--- src/rtl/fetch_queue_if.sv ---
// Bus bundle for fetch_queue: decode redirect, instruction-memory request and
// response channels, and the instruction output towards the IF/ID register.
interface fetch_queue_if;
  // Handshakes: a request transfers on a rising edge where imem_req=1 and imem_gnt=1;
  // responses carry no back-pressure and arrive in request order; an output
  // instruction transfers on a rising edge where out_valid=1 and out_ready=1;
  // redirect=1 overrides every other transfer in its cycle.
  logic        redirect;
  logic [31:0] redirect_pc;
  logic        imem_req;
  logic [31:0] imem_addr;
  logic        imem_gnt;
  logic        imem_rvalid;
  logic [31:0] imem_rdata;
  logic        out_valid;
  logic [31:0] out_instr;
  logic [31:0] out_pc_incr;
  logic        out_ready;

  modport master (
    input  redirect, redirect_pc, imem_gnt, imem_rvalid, imem_rdata, out_ready,
    output imem_req, imem_addr, out_valid, out_instr, out_pc_incr
  );

  modport slave (
    output redirect, redirect_pc, imem_gnt, imem_rvalid, imem_rdata, out_ready,
    input  imem_req, imem_addr, out_valid, out_instr, out_pc_incr
  );
endinterface

--- src/rtl/fetch_queue.sv ---
// Instruction fetch queue: credit-limited request issue, in-order response FIFO,
// redirect flush with discard of stale responses. FETCHQ_BYPASS_EN adds an empty-queue bypass.
module fetch_queue #(
  parameter int unsigned DEPTH     = 4,
  parameter int unsigned MAX_OUTST = 2,
  parameter logic [31:0] RESET_PC  = 32'h0000_0000
) (
  input  logic                             clk,
  input  logic                             rst,
  fetch_queue_if.master                    bus,
  output logic [1:0]                       dbg_state,
  output logic [$clog2(DEPTH+1)-1:0]       dbg_count,
  output logic [$clog2(MAX_OUTST+1)-1:0]   dbg_outst
);
  localparam int unsigned PW = $clog2(DEPTH);
  localparam int unsigned CW = $clog2(DEPTH + 1);
  localparam int unsigned OW = $clog2(MAX_OUTST + 1);

  typedef enum logic [1:0] {IDLE = 2'd0, RUN = 2'd1, FLUSH = 2'd2} state_t;

  state_t        state;
  logic [31:0]   fetch_pc;
  logic [31:0]   resp_pc;
  logic [CW-1:0] count;
  logic [OW-1:0] outst;
  logic [OW-1:0] discard;
  logic [PW-1:0] rd_ptr;
  logic [PW-1:0] wr_ptr;
  logic [31:0]   mem_instr [DEPTH];
  logic [31:0]   mem_pc    [DEPTH];

  logic          req;
  logic          req_acc;
  logic          resp_keep;
  logic          bypass;
  logic          push;
  logic          pop;
  logic [OW-1:0] outst_after;

  always_comb begin
    req         = 1'b0;
    req_acc     = 1'b0;
    resp_keep   = 1'b0;
    bypass      = 1'b0;
    push        = 1'b0;
    pop         = 1'b0;
    outst_after = outst - OW'(bus.imem_rvalid);
    // Credit rule: in-flight requests reserve FIFO space so a response always fits.
    req = (state == RUN) && !bus.redirect && (32'(outst) < MAX_OUTST) &&
          (32'(count) + 32'(outst) < DEPTH);
    req_acc   = req && bus.imem_gnt;
    resp_keep = bus.imem_rvalid && (discard == '0) && !bus.redirect;
`ifdef FETCHQ_BYPASS_EN
    bypass = resp_keep && (count == '0);
`else
    bypass = 1'b0;
`endif
    pop  = (count != '0) && bus.out_ready && !bus.redirect;
    push = resp_keep && !(bypass && bus.out_ready);
  end

  assign bus.imem_req    = req;
  assign bus.imem_addr   = fetch_pc;
  assign bus.out_valid   = (count != '0) || bypass;
  assign bus.out_instr   = bypass ? bus.imem_rdata : mem_instr[rd_ptr];
  assign bus.out_pc_incr = bypass ? (resp_pc + 32'd4) : mem_pc[rd_ptr];

  assign dbg_state = state;
  assign dbg_count = count;
  assign dbg_outst = outst;

  always_ff @(posedge clk or posedge rst) begin
    if (rst) begin
      state    <= IDLE;
      fetch_pc <= RESET_PC;
      resp_pc  <= RESET_PC;
      count    <= '0;
      outst    <= '0;
      discard  <= '0;
      rd_ptr   <= '0;
      wr_ptr   <= '0;
      for (int i = 0; i < int'(DEPTH); i++) begin
        mem_instr[PW'(i)] <= '0;
        mem_pc[PW'(i)]    <= '0;
      end
    end else begin
      outst <= outst_after + OW'(req_acc);
      if (bus.redirect) begin
        // Everything still in flight after this cycle belongs to the old path.
        fetch_pc <= bus.redirect_pc;
        resp_pc  <= bus.redirect_pc;
        count    <= '0;
        rd_ptr   <= '0;
        wr_ptr   <= '0;
        discard  <= outst_after;
        state    <= (outst_after != '0) ? FLUSH : RUN;
      end else begin
        if (req_acc)
          fetch_pc <= fetch_pc + 32'd4;
        if (bus.imem_rvalid && (discard != '0))
          discard <= discard - OW'(1);
        if (resp_keep)
          resp_pc <= resp_pc + 32'd4;
        if (push) begin
          mem_instr[wr_ptr] <= bus.imem_rdata;
          mem_pc[wr_ptr]    <= resp_pc + 32'd4;
          wr_ptr            <= wr_ptr + PW'(1);
        end
        if (pop)
          rd_ptr <= rd_ptr + PW'(1);
        count <= count + CW'(push) - CW'(pop);
        case (state)
          IDLE:    state <= RUN;
          FLUSH:   if (bus.imem_rvalid && (discard == OW'(1))) state <= RUN;
          default: state <= state;
        endcase
      end
    end
  end

  a_no_overflow: assert property (@(posedge clk) disable iff (rst)
    !(push && !pop && (count == CW'(DEPTH))));

endmodule

--- src/flat_wrapper.sv ---
// flat-port wrapper written by rule: the top's interface ports become plain ports
module fetch_queue_flat 
#(
  parameter int unsigned DEPTH     = 4,
  parameter int unsigned MAX_OUTST = 2,
  parameter logic [31:0] RESET_PC  = 32'h0000_0000
)
  (clk, rst, dbg_state, dbg_count, dbg_outst, bus_redirect, bus_redirect_pc, bus_imem_gnt, bus_imem_rvalid, bus_imem_rdata, bus_out_ready, bus_imem_req, bus_imem_addr, bus_out_valid, bus_out_instr, bus_out_pc_incr);
  fetch_queue_if bus_i ();
  input  logic clk;
  input  logic rst;
  output logic [1:0] dbg_state;
  output logic [$clog2(DEPTH+1)-1:0] dbg_count;
  output logic [$clog2(MAX_OUTST+1)-1:0] dbg_outst;
  input wire logic [$bits(bus_i.redirect)-1:0] bus_redirect;
  input wire logic [$bits(bus_i.redirect_pc)-1:0] bus_redirect_pc;
  input wire logic [$bits(bus_i.imem_gnt)-1:0] bus_imem_gnt;
  input wire logic [$bits(bus_i.imem_rvalid)-1:0] bus_imem_rvalid;
  input wire logic [$bits(bus_i.imem_rdata)-1:0] bus_imem_rdata;
  input wire logic [$bits(bus_i.out_ready)-1:0] bus_out_ready;
  output wire logic [$bits(bus_i.imem_req)-1:0] bus_imem_req;
  output wire logic [$bits(bus_i.imem_addr)-1:0] bus_imem_addr;
  output wire logic [$bits(bus_i.out_valid)-1:0] bus_out_valid;
  output wire logic [$bits(bus_i.out_instr)-1:0] bus_out_instr;
  output wire logic [$bits(bus_i.out_pc_incr)-1:0] bus_out_pc_incr;
  assign bus_i.redirect = bus_redirect;
  assign bus_i.redirect_pc = bus_redirect_pc;
  assign bus_i.imem_gnt = bus_imem_gnt;
  assign bus_i.imem_rvalid = bus_imem_rvalid;
  assign bus_i.imem_rdata = bus_imem_rdata;
  assign bus_i.out_ready = bus_out_ready;
  assign bus_imem_req = bus_i.imem_req;
  assign bus_imem_addr = bus_i.imem_addr;
  assign bus_out_valid = bus_i.out_valid;
  assign bus_out_instr = bus_i.out_instr;
  assign bus_out_pc_incr = bus_i.out_pc_incr;
  fetch_queue #(.DEPTH(DEPTH), .MAX_OUTST(MAX_OUTST), .RESET_PC(RESET_PC)) u_core (.clk(clk), .rst(rst), .bus(bus_i), .dbg_state(dbg_state), .dbg_count(dbg_count), .dbg_outst(dbg_outst));
endmodule
--- config.mk ---
export PLATFORM = sky130hd
export DESIGN_NAME = fetch_queue_flat
export DESIGN_NICKNAME = d
export VERILOG_FILES = /design/src/rtl/fetch_queue_if.sv /design/src/rtl/fetch_queue.sv /design/src/flat_wrapper.sv
export SDC_FILE = /design/constraint.sdc
export NUM_CORES = 1
export LEC_CHECK = 0
export BUFFER_PORTS_ARGS = -buffer_cell sky130_fd_sc_hd__buf_2
export CAP_MARGIN = 40
export CELL_PAD_IN_SITES_DETAIL_PLACEMENT = 1
export CELL_PAD_IN_SITES_GLOBAL_PLACEMENT = 1
export CORE_UTILIZATION = 48
export CTS_CLUSTER_SIZE = 8
export DETAILED_ROUTE_END_ITERATION = 8
export PLACE_DENSITY = 0.77
export SYNTH_ARGS = -nofsm -noshare
export SYNTH_HDL_FRONTEND = slang
export SYNTH_SLANG_ARGS = --single-unit
export TNS_END_PERCENT = 1
--- constraint.sdc ---
create_clock -name clk -period 8.1 [get_ports clk]
set_clock_uncertainty 0.1 [all_clocks]
set_input_delay 0.81 -clock clk [delete_from_list [all_inputs] [get_ports clk]]
set_output_delay 0.81 -clock clk [all_outputs]
set_load 0.01 [all_outputs]
Word level (Yosys, flattened, before mapping)

Index checks and enable logic that the tools add are counted.

Register bits: 333
Input port bits: 70
Logic and storage cells: 89

Add/subtract/negate cells: 10
Magnitude comparators: 5
Eq/ne operators: 4
Mux-type cells: 25
Bitwise logic cells: 4
Reduce and logical (&&, ||, !) cells: 25

Operator list:

| cell                                                     | count |
|---|---|
| 2-to-1 mux 32 bit                                        | 9 |
| bitwise mux 128 bit                                      | 2 |
| binary-select mux 32 bit (select 2 bit)                  | 2 |
| adder 32 x 3 -> 32 bit, second input constant            | 2 |
| demux 32 bit (select 2 bit)                              | 1 |
| < comparator 32 x 3 -> 1 bit, second input constant      | 1 |
| 2-to-1 mux 2 bit                                         | 9 |
| nonzero test 2 bit                                       | 6 |
| logical AND 1 bit                                        | 11 |
| greater-or-equal comparator 3 bit, second input constant | 2 |
| NOT 2 -> 3 bit                                           | 2 |
| nonzero test 3 bit                                       | 2 |
| adder 2 x 1 -> 2 bit, second input constant              | 2 |
| adder 3 x 2 -> 4 bit                                     | 1 |
| equality test 2 x 1 -> 1 bit, second input constant      | 2 |
| logical NOT 2 bit                                        | 2 |
| one-hot mux 2 bit (2 select lines)                       | 1 |
| AND reduction 2 bit                                      | 2 |
| adder 3 x 1 -> 3 bit                                     | 1 |
| < comparator 3 x 1 -> 1 bit, second input constant       | 1 |
| 2-to-1 mux 3 bit                                         | 1 |
| inequality test 3 x 2 -> 1 bit, second input constant    | 1 |
| AND reduction 3 bit                                      | 1 |
| subtractor 3 x 1 -> 3 bit                                | 1 |
| other kinds (7)                                          | 8 |

Longest topological paths before layout

Gate-level depths: netlist of run 1.

Depth in word-level cells: 7
Gate-level depth with buffers: 11

Worst setup path after synthesis of run 1

Ideal clock, no wire load.

Kind: input -> register
From: in rst
To: reg u_core.mem_instr[0] in the netlist's numbering (enable)
Setup time: 0.429 ns
Arrival time: 7.109 ns
Required time: 7.571 ns
Path slack: 0.462 ns
Stages on the path: 2
Path through: inv_1 and3_1

Word-level cells in the longest chain between the ends: 2

Ends and longest elaborated chain:

| what                            | line               | RTL |
|---|---|---|
| from (decl)                     | flat_wrapper.sv:11 | `input logic rst;` |
| NOT 1 bit (no line)             | n/a                |  |
| AND reduction 3 bit (no line)   | n/a                |  |
| to (signal, indexed assignment) | fetch_queue.sv:105 | `mem_instr[wr_ptr] <= bus.imem_rdata;` |
| to (decl)                       | fetch_queue.sv:29  | `logic [31:0] mem_instr [DEPTH];` |

No other way between the ends.
A chain may end at the register's enable or synchronous reset.

Final worst setup path of run 1

From: reg u_core.rd_ptr[0]
To: out bus_out_instr[0]

Word-level cells in the longest chain between the ends: 4

Ends and longest elaborated chain:

| what                                                 | line               | RTL |
|---|---|---|
| from (decl)                                          | fetch_queue.sv:27  | `logic [PW-1:0] rd_ptr;` |
| from (signal assigned)                               | fetch_queue.sv:110 | `rd_ptr <= rd_ptr + PW'(1);` |
| NOT 2 -> 3 bit (implied by the code)                 | fetch_queue.sv:65  | `assign bus.out_instr = bypass ? bus.imem_rdata : mem_instr[rd_ptr];` |
| binary-select mux 32 bit (select 2 bit)              | fetch_queue.sv:65  |  |
| 2-to-1 mux 32 bit (implied by the code) (2 in a row) | fetch_queue.sv:65  |  |
| to (decl)                                            | flat_wrapper.sv:24 | `output wire logic [$bits(bus_i.out_instr)-1:0] bus_out_instr;` |

No other way between the ends. The select of a mux whose other input is x is not followed.

==> results_dict.tcl, run 1 <==
set metrics [dict create \
    cts_buffers 47 \
    place_inst 1636 \
    grt_pass1_wl_um 59920 \
    coreArea_mm2 0.03059 \
    synth_nets 1197 \
    synthFlopType "dfrtp_1" \
    syn_area_mm2 0.01492 \
    place_area_mm2 0.01625 \
    power.density_mw_per_mm2 324.5 \
    internal_power_mw 3.973 \
    drtAntennaViolNets 0 \
    power_switching_mw 1.742 \
    cts_setup_buffers 0 \
    antennaDiodeCount 0 \
    startpoint_type "register" \
    vdd_drop_max_v 0.0001676 \
    wirelength_um 37410 \
    vias 9798 \
    ff2ff_setup_slack_ns 5.10 \
    power_frac_seq_pct 41.7 \
    overflow 0 \
    rr_endpoint "u_core.bus.imem_addr[16]" \
    route.detailed.drc 0 \
    end_kind "output pin" \
    grt_max_degree 89 \
    die_w_um 178.3 \
    netlist.area_leader.share_pct 34.39 \
    routed.top_layer "met4" \
    postSynthAreaPerCell_um2 13.40 \
    synth_warnings 0 \
    clkLatencyLatePin_ns 0.54 \
    fin_setup_tns_ns 0 \
    outcome "finished, final reports clean" \
    synthTopCellsByArea "dfrtp_1 34%, edfxtp_1 26%, mux4_2 9.7%, mux2_2 6.0%, nand2_1 3.2%" \
    max_freq_mhz 263.1 \
    yosysTopAreaCell "dfrtp_1" \
    place_congestion 0.8663 \
    synth_cell_types 54 \
    hpwl_um 23820 \
    rsz0062_at_grt "no" \
    wl_met2_um 18160 \
    initial_core_util_pct 48.76 \
    cts_root_buf "clkbuf_16" \
    critPathArrivalTime_ns 2.89 \
    drt-met1-wl_um 16500 \
    combPwrFrac_pct 26.5 \
    p_leak_nw 7.308 \
    grt_usage_pct 24.54 \
    drv_cap 0 \
    drv_slew 0 \
    drive_gt1_share_pct 30.69 \
    clk_pin_slew_worst_paths_ns 0.05 \
    postCtsResizedCells 0 \
    critical_path_required_ns 7.19 \
    final_area_mm2 0.01761 \
    setup_viol_count_final 0 \
    clk_path_buf_depth 3 \
    period_share_pct 46.93 \
    min_path_type "in -> async" \
    fin_crit_ns 3.801 \
    grt_pass1_vias 10530 \
    wl_met3_um 1985 \
    die_h_um 178.3 \
    seq_area_frac_synth_pct 60.16 \
    port-buffer-count 174 \
    worst_pin_slew_ns 0.8025 \
    cts_max_level 2 \
    worstReg2RegStart "u_core.dbg_count[1]" \
    path_max_fanout 34 \
    nFillCells 3052 \
    hold_buffers 0 \
    finalHoldViolations 0 \
    max_slew_margin_pct 46.10 \
    yosysMostFrequentCell "dfrtp_1" \
    p_clk_share_pct 31.8 \
    critical_path_class "reg -> out" \
    synth_edf_count 128 \
    synthArstFlopShare_pct 61.56 \
    layout.cells.non_filler 1719 \
    post_drt_wl_per_cell_um 21.76 \
    firstDrtPassIters 4 \
    rr_worst_depth 8 \
    nets 1373 \
    syn_to_final_growth_pct 18.07 \
    rows 64 \
    synthCells 1113 \
    ios 175 \
    clkSinkCount 333 \
    antenna_found_initial 0 \
    die-area_mm2 0.03178 \
    swShare_pct 30.49 \
    drt_iter0_drc 496 \
    cts_tree "built" \
    synthTopCellsByCount "205 x dfrtp_1, 128 x edfxtp_1, 126 x nand2_1" \
    ys_seq_elements 333 \
    vias_per_cell 5.700 \
]
## per-stage QoR
step / util, % / setup WS [ns] / total power [mW] / hold WS [ns]
detailed placement: 53.13 / 4.735 / 3.933 / 0.3597
floorplan: - / 0.4616 / 3.343 / 0.3421
CTS: 57.57 / 4.192 / 5.782 / 0.1899
global placement: 52.63 / 4.672 / 3.839 / 0.3447
finish: 57.57 / 4.299 / 5.715 / 0.1739
global route: 57.57 / 4.070 / 6.029 / 0.1946
## how the worst max path moves through the flow
stage | startpoint | endpoint | slack (ns) | depth (start not counted)
2_1_floorplan | rst | u_core.mem_instr[0] | 0.46 | 2
3_3_place_gp | bus_redirect | u_core.bus.imem_addr[19] | 4.67 | 7
3_5_place_dp | bus_redirect | u_core.bus.imem_addr[16] | 4.74 | 8
4_1_cts | u_core.rd_ptr[0] | bus_out_instr[0] | 4.19 | 3
5_1_grt | u_core.rd_ptr[0] | bus_out_instr[0] | 4.07 | 3
6_report | u_core.rd_ptr[0] | bus_out_instr[0] | 4.30 | 3
## power groups by stage
| stage | registers (mW) | clock network [mW] | logic [mW] |
|---|---|---|---|
| after global routing | 2.43 | 1.91 | 1.68 |
| after global placement | 2.37 | 0 | 1.46 |
| after CTS | 2.39 | 1.85 | 1.55 |
| final | 2.38 | 1.82 | 1.52 |
| after detailed placement | 2.40 | 0 | 1.53 |
| after floorplan | 2.28 | 0 | 1.06 |
## kinds of logic after synthesis
family	count (synthesis)	share of synthesized area, %
XOR/XNOR	72	4.228
AND/OR/NAND/NOR	292	9.982
adder cells (fa/ha/maj)	14	1.225
flip-flops	333	60.16
multiplexers	149	16.05
AO/OA/AOI/OAI	136	5.134
buffers and inverters	117	3.221
## critical path, stage by stage (launching register included)
cell	delay, ns
dfrtp_4	0.88
buf_4	0.66
mux4_2	0.60
buf_2	0.16
## area by class of cell
| class | instances | area, µm² | share of cell area [%] |
|---|---|---|---|
| Sequential cell | 333 | 8979 | 50.98 |
| Multi-Input combinational cell | 663 | 5479 | 31.11 |
| Clock buffer | 81 | 1335 | 7.581 |
| Timing Repair Buffer | 191 | 1091 | 6.195 |
| Tap cell | 396 | 495.5 | 2.814 |
| Inverter | 53 | 206.4 | 1.172 |
| Clock inverter | 2 | 25.02 | 0.1421 |
## registers in the layout (all words and copies together), names as in the netlist
register / count
u_core.dbg_outst: 2
u_core.discard: 2
u_core.rd_ptr: 2
u_core.wr_ptr: 2
u_core.dbg_count: 3
u_core.mem_instr: 128
u_core.mem_pc: 128
u_core.bus.imem_addr: 32
u_core.dbg_state: 2
u_core.resp_pc: 32
## placed cells by master, fill, tap and decap left out, types with 4 or more instances in the layout
master     instances
o21ai_0           71
inv_1             51
a31oi_1            7
nand3_1           41
xnor2_1           32
buf_2            174
buf_16             4
and4_1             6
dfrtp_1          203
a21oi_1            7
mux2i_1            4
nand2_1          124
mux4_2            64
nor3_1             9
nand4_1           30
buf_4             12
o21ai_1           28
o211ai_1           5
xor2_1            40
and3_1            11
or3_1              5
edfxtp_1         128
clkbuf_16         48
ha_1              13
clkbuf_1          32
o311ai_0           5
nor2_1            30
nor2b_1            4
mux2_2            80
and2_1             6
## per-layer routing
metal	GRT usage, %	vias up
li1	-	4408
met1	33.17	5060
met2	40.79	270
met3	4.582	60
met4	6.427	0
met5	0	-
Power figures use the tool's default switching activity.
==> inputs of run 2 (changes only) <==
clock period = 3.8 ns   (was 8.1 ns; I/O delays follow)
==> results_dict.tcl, run 2 (same netlist as run 1, synthesis figures left out) <==
set metrics [dict create \
    p_leak_nw 7.442 \
    finalPower_mw 12.29 \
    clkLatencyLatePin_ns 0.53 \
    worstReg2RegStart "u_core.discard[0]" \
    cts_root_buf "clkbuf_16" \
    hpwl_um 23830 \
    grt_max_degree 163 \
    fin_crit_ns 2.963 \
    drive_gt1_share_pct 29.85 \
    outcome "finished, final reports clean" \
    cts_tree "built" \
    overflow 0 \
    drv_cap 0 \
    syn_to_final_growth_pct 20.34 \
    grt_pass1_vias 11120 \
    post-place-ws_ns 1.037 \
    power.density_mw_per_mm2 684.5 \
    critical_path_class "reg -> out" \
    mostFrequentLayoutCells "203 x dfrtp_1, 174 x buf_2, 128 x edfxtp_1" \
    initial_core_util_pct 48.76 \
    max_freq_mhz 337.5 \
    vias 10040 \
    place_inst 1638 \
    cts_buffers 47 \
    startpoint_type "register" \
    coreArea_mm2 0.03059 \
    clkSinkCount 333 \
    ios 175 \
    period_share_pct 77.98 \
    die-area_mm2 0.03178 \
    worst_pin_slew_ns 0.9166 \
    die_h_um 178.3 \
    die_w_um 178.3 \
    finalHoldViolations 0 \
    firstDrtPassIters 4 \
    rows 64 \
    nets 1413 \
    vdd_drop_max_v 0.0003513 \
    antennaDiodeCount 0 \
    grt_usage_pct 25.80 \
    max_slew_margin_pct 38.89 \
    drt_iter0_drc 599 \
    fin_setup_tns_ns 0 \
    critPathArrivalTime_ns 2.48 \
    min_path_type "in -> reg" \
    clk_pin_slew_worst_paths_ns 0.05 \
    end_kind "output pin" \
    clk_path_buf_depth 3 \
    port-buffer-count 174 \
    path_max_fanout 27 \
    post_drt_wl_per_cell_um 22.38 \
    reg.largest.list "u_core.mem_instr x128, u_core.mem_pc x128" \
    rsz0062_at_grt "no" \
    grt_pass1_wl_um 62750 \
    critical_path.endpoint "bus_out_pc_incr[4]" \
    ff2ff_setup_slack_ns 1.02 \
    vias_per_cell 5.719 \
    rr_endpoint "u_core.mem_pc[121]" \
    critical_path_required_ns 3.32 \
    layout_setup_ws_ns 0.8367 \
    wirelength_um 39300 \
    setup_viol_count_final 0 \
    rr_worst_depth 7 \
    antenna_found_initial 0 \
    nFillCells 3030 \
    drv_slew 0 \
    cts_max_level 2 \
    final_common_cell "dfrtp_1" \
    place_congestion 0.8308 \
    layout.cells.non_filler 1756 \
    route.detailed.drc 0 \
    startpoint "u_core.rd_ptr[1]" \
    drtAntennaViolNets 0 \
]
-- run 2: cell types whose count changed in the layout (fill, tap and decap cells not counted), sizes merged --
cell / change
buf: +2
clkbuf: -3
clkinv: +1
clkinvlp: +1
dlygate4sd3: +38
inv: -2
-- run 2: worst min path at each step --
stage               slack [ns]                        to  cells past startpoint           startpoint
floorplan                 0.34          u_core.mem_pc[0]                      0    u_core.resp_pc[0]
global placement          0.35         u_core.mem_pc[32]                      0    u_core.resp_pc[0]
detailed placement        0.36          u_core.mem_pc[0]                      0    u_core.resp_pc[0]
CTS                      0.004  u_core.bus.imem_addr[25]                      2  bus_redirect_pc[25]
global route              0.01  u_core.bus.imem_addr[25]                      2  bus_redirect_pc[25]
finish                    0.02  u_core.bus.imem_addr[18]                      2  bus_redirect_pc[18]
-- run 2: worst max-delay path, stage by stage (launching register included) --
cell     delay, ns
dfrtp_2       0.92
buf_4         0.46
mux4_2        0.39
buf_2         0.16
-- run 2: through the flow --
step	util (%)	instance area (µm²)	hold slack, ns
6_report	58.68	17950	0.01801
5_1_grt	58.68	17950	0.009711
4_1_cts	58.68	17950	0.003704
3_5_place_dp	53.10	16240	0.3580
3_3_place_gp	53.06	16230	0.3472
2_1_floorplan	-	14920	0.3421
-- run 2: power by group --
part           switching [mW]  internal (mW)  total [mW]
logic                    1.67           1.71        3.37
clock network            1.51           2.29        3.81
registers               0.638           4.47        5.11
total                    3.82           8.47        12.3
-- run 2: area by class of cell --
cell class | count | area, µm² | area share (%)
Clock buffer | 78 | 1292 | 7.201
Clock inverter | 2 | 32.53 | 0.1812
Inverter | 53 | 202.7 | 1.129
Multi-Input combinational cell | 663 | 5479 | 30.52
Sequential cell | 333 | 8979 | 50.02
Tap cell | 396 | 495.5 | 2.760
Timing Repair Buffer | 231 | 1469 | 8.183
-- run 2: what timing repair did --
item	4_1_cts	5_1_grt
buffers inserted	0	0
hold endpoints to repair	109	0
hold buffers	38	0
resized for setup	0	0
-- run 2: layer usage --
layer / track usage (%) / share of wire (%) / vias to the layer above
li1: - / - / 4504
met1: 34.34 / 43 / 5221
met2: 44.54 / 51 / 263
met3: 3.964 / 5.0 / 54
met4: 6.003 / 1.8 / 0
met5: 0 / 0 / -
==> inputs of run 3 (changes only) <==
clock period = 3.1 ns   (was 3.8 ns; I/O delays follow)
==> results_dict.tcl, run 3 (same netlist as run 1, synthesis figures left out) <==
set metrics [dict create \
    outcome "finished, final reports clean" \
    vias_per_cell 5.655 \
    crit_chain "buf_12 > mux4_2 > buf_2" \
    initial_core_util_pct 48.76 \
    seq_area_mm2 0.008979 \
    syn_to_final_growth_pct 22.72 \
    path_buf_inv 2 \
    die_w_um 178.3 \
    drtAntennaViolNets 0 \
    clk_pin_slew_worst_paths_ns 0.05 \
    cts_root_buf "clkbuf_16" \
    grtUsageMet3_pct 4.241 \
    cts_max_level 2 \
    rsz0062_at_grt "no" \
    end_kind "output pin" \
    antenna_found_initial 0 \
    mostFrequentLayoutCells "203 x dfrtp_1, 174 x buf_2, 128 x edfxtp_1" \
    use_met2_pct 44.70 \
    min_path_type "in -> reg" \
    nets 1445 \
    combPwrFrac_pct 28.1 \
    cts_buffers 47 \
    ios 175 \
    rows 64 \
    nFillCells 3029 \
    place_inst 1645 \
    worst-path-stages 3 \
    max_slew_margin_pct 53.95 \
    power.density_mw_per_mm2 825.1 \
    power_frac_seq_pct 41.1 \
    period_share_pct 88.91 \
    vdd_drop_max_v 0.0004920 \
    use_met1_pct 33.76 \
    coreArea_mm2 0.03059 \
    grt_pass1_wl_um 62600 \
    die-area_mm2 0.03178 \
    whs_path_depth 3 \
    critical_path_required_ns 2.69 \
    fin_hold_ws_ns 0.03326 \
    grt_max_degree 65 \
    final_common_cell "dfrtp_1" \
    overflow 0 \
    slowest_stage "dfrtp_4" \
    drive_gt1_share_pct 29.63 \
    grt-busiest-layer "met2" \
    grt_usage_pct 25.74 \
    swShare_pct 30.95 \
    vias 10120 \
    setup_viol_count_final 0 \
    die_h_um 178.3 \
    path_delay_family "flip-flops" \
    antennaDiodeCount 0 \
    path_max_fanout 30 \
    layout.cells.non_filler 1790 \
    cts_tree "built" \
    wirelength_um 39800 \
    grt_pass1_vias 11080 \
    finalHoldViolations 0 \
    p_leak_nw 7.605 \
    worst_pin_slew_ns 0.6870 \
    internal_power_mw 10.43 \
    cts_setup_buffers 0 \
    clkLatencyLatePin_ns 0.53 \
    port-buffer-count 174 \
    drv_cap 0 \
    route.detailed.drc 0 \
    critical_path_class "reg -> out" \
    fin_crit_ns 2.756 \
    critPathArrivalTime_ns 2.35 \
    max_stage_delay_ns 0.70 \
    place_congestion 0.8075 \
    startpoint_type "register" \
    rr_worst_depth 8 \
    reg.largest.list "u_core.mem_instr x128, u_core.mem_pc x128" \
    power_switching_mw 4.675 \
    hpwl_um 24300 \
    post_drt_wl_per_cell_um 22.23 \
    p_clk_share_pct 30.8 \
    multi_input_area_mm2 0.005479 \
    drv_slew 0 \
    max_freq_mhz 362.8 \
    clk_path_buf_depth 3 \
    firstDrtPassIters 5 \
    drt_iter0_drc 612 \
    clkSinkCount 333 \
]
==> run 3: cell types whose count changed in the layout (fill, tap and decap cells not counted) <==
cell	delta
buf_16	+1
buf_4	+4
clkbuf_1	+2
dlygate4sd3_1	+25
buf_12	+2
==> run 3: final timing paths <==
path | slack [ns] | to | startpoint
worst max-delay path | 0.34 | bus_out_instr[18] | u_core.rd_ptr[0]
worst min-delay path | 0.03 | u_core.resp_pc[2] | bus_redirect_pc[2]
worst max register to register | 0.53 | u_core.bus.imem_addr[16] | u_core.dbg_count[1]
worst min register to register | 0.37 | u_core.mem_pc[0] | u_core.resp_pc[0]
max in group asynchronous | 1.85 | u_core.bus.imem_addr[23] | rst
min in group asynchronous | 0.14 | u_core.mem_pc[103] | rst
==> run 3: worst min-delay path, cell delays in order <==
cell and delay (ns):
buf_2 0.08, nand2_1 0.11, o21ai_0 0.12
==> run 3: metrics by stage <==
stage                     worst slack, ns  setup TNS, ns  total power [mW]  cell area [µm²]  util, %
final                              0.3437              0             15.10            18310    59.84
after global routing               0.2305              0             15.90            18310    59.84
after CTS                          0.3045              0             15.21            18310    59.84
after detailed placement           0.5622              0             10.38            16340    53.42
after global placement             0.5393              0             10.13            16310    53.31
after floorplan                    -1.831        -234.32             8.737            14920        -
==> run 3: routing by layer <==
metal,vias to the layer above,part of all wire (%)
met4,0,1.7
li1,4577,-
met1,5228,44
met2,264,50
met3,54,4.6
met5,-,0
==> run 3: timing repair <==
item	CTS	global route
hold buffers	63	0
endpoints found under the hold margin	255	0
resized for setup	0	0
==> run 3: cell type report <==
class | instances | share of cell area [%]
Clock buffer | 80 | 7.102
Clock inverter | 2 | 0.1777
Timing Repair Buffer | 263 | 9.925
Inverter | 53 | 1.107
Multi-Input combinational cell | 663 | 29.93
Tap cell | 396 | 2.707
Sequential cell | 333 | 49.05
==> run 3: power by group through the flow <==
stage	Clock (mW)	Sequential, mW	Combinational (mW)
after global placement	0	6.14	3.99
after global routing	4.92	6.32	4.66
final	4.65	6.21	4.24
after detailed placement	0	6.23	4.15
after floorplan	0	5.96	2.77
after CTS	4.76	6.19	4.26
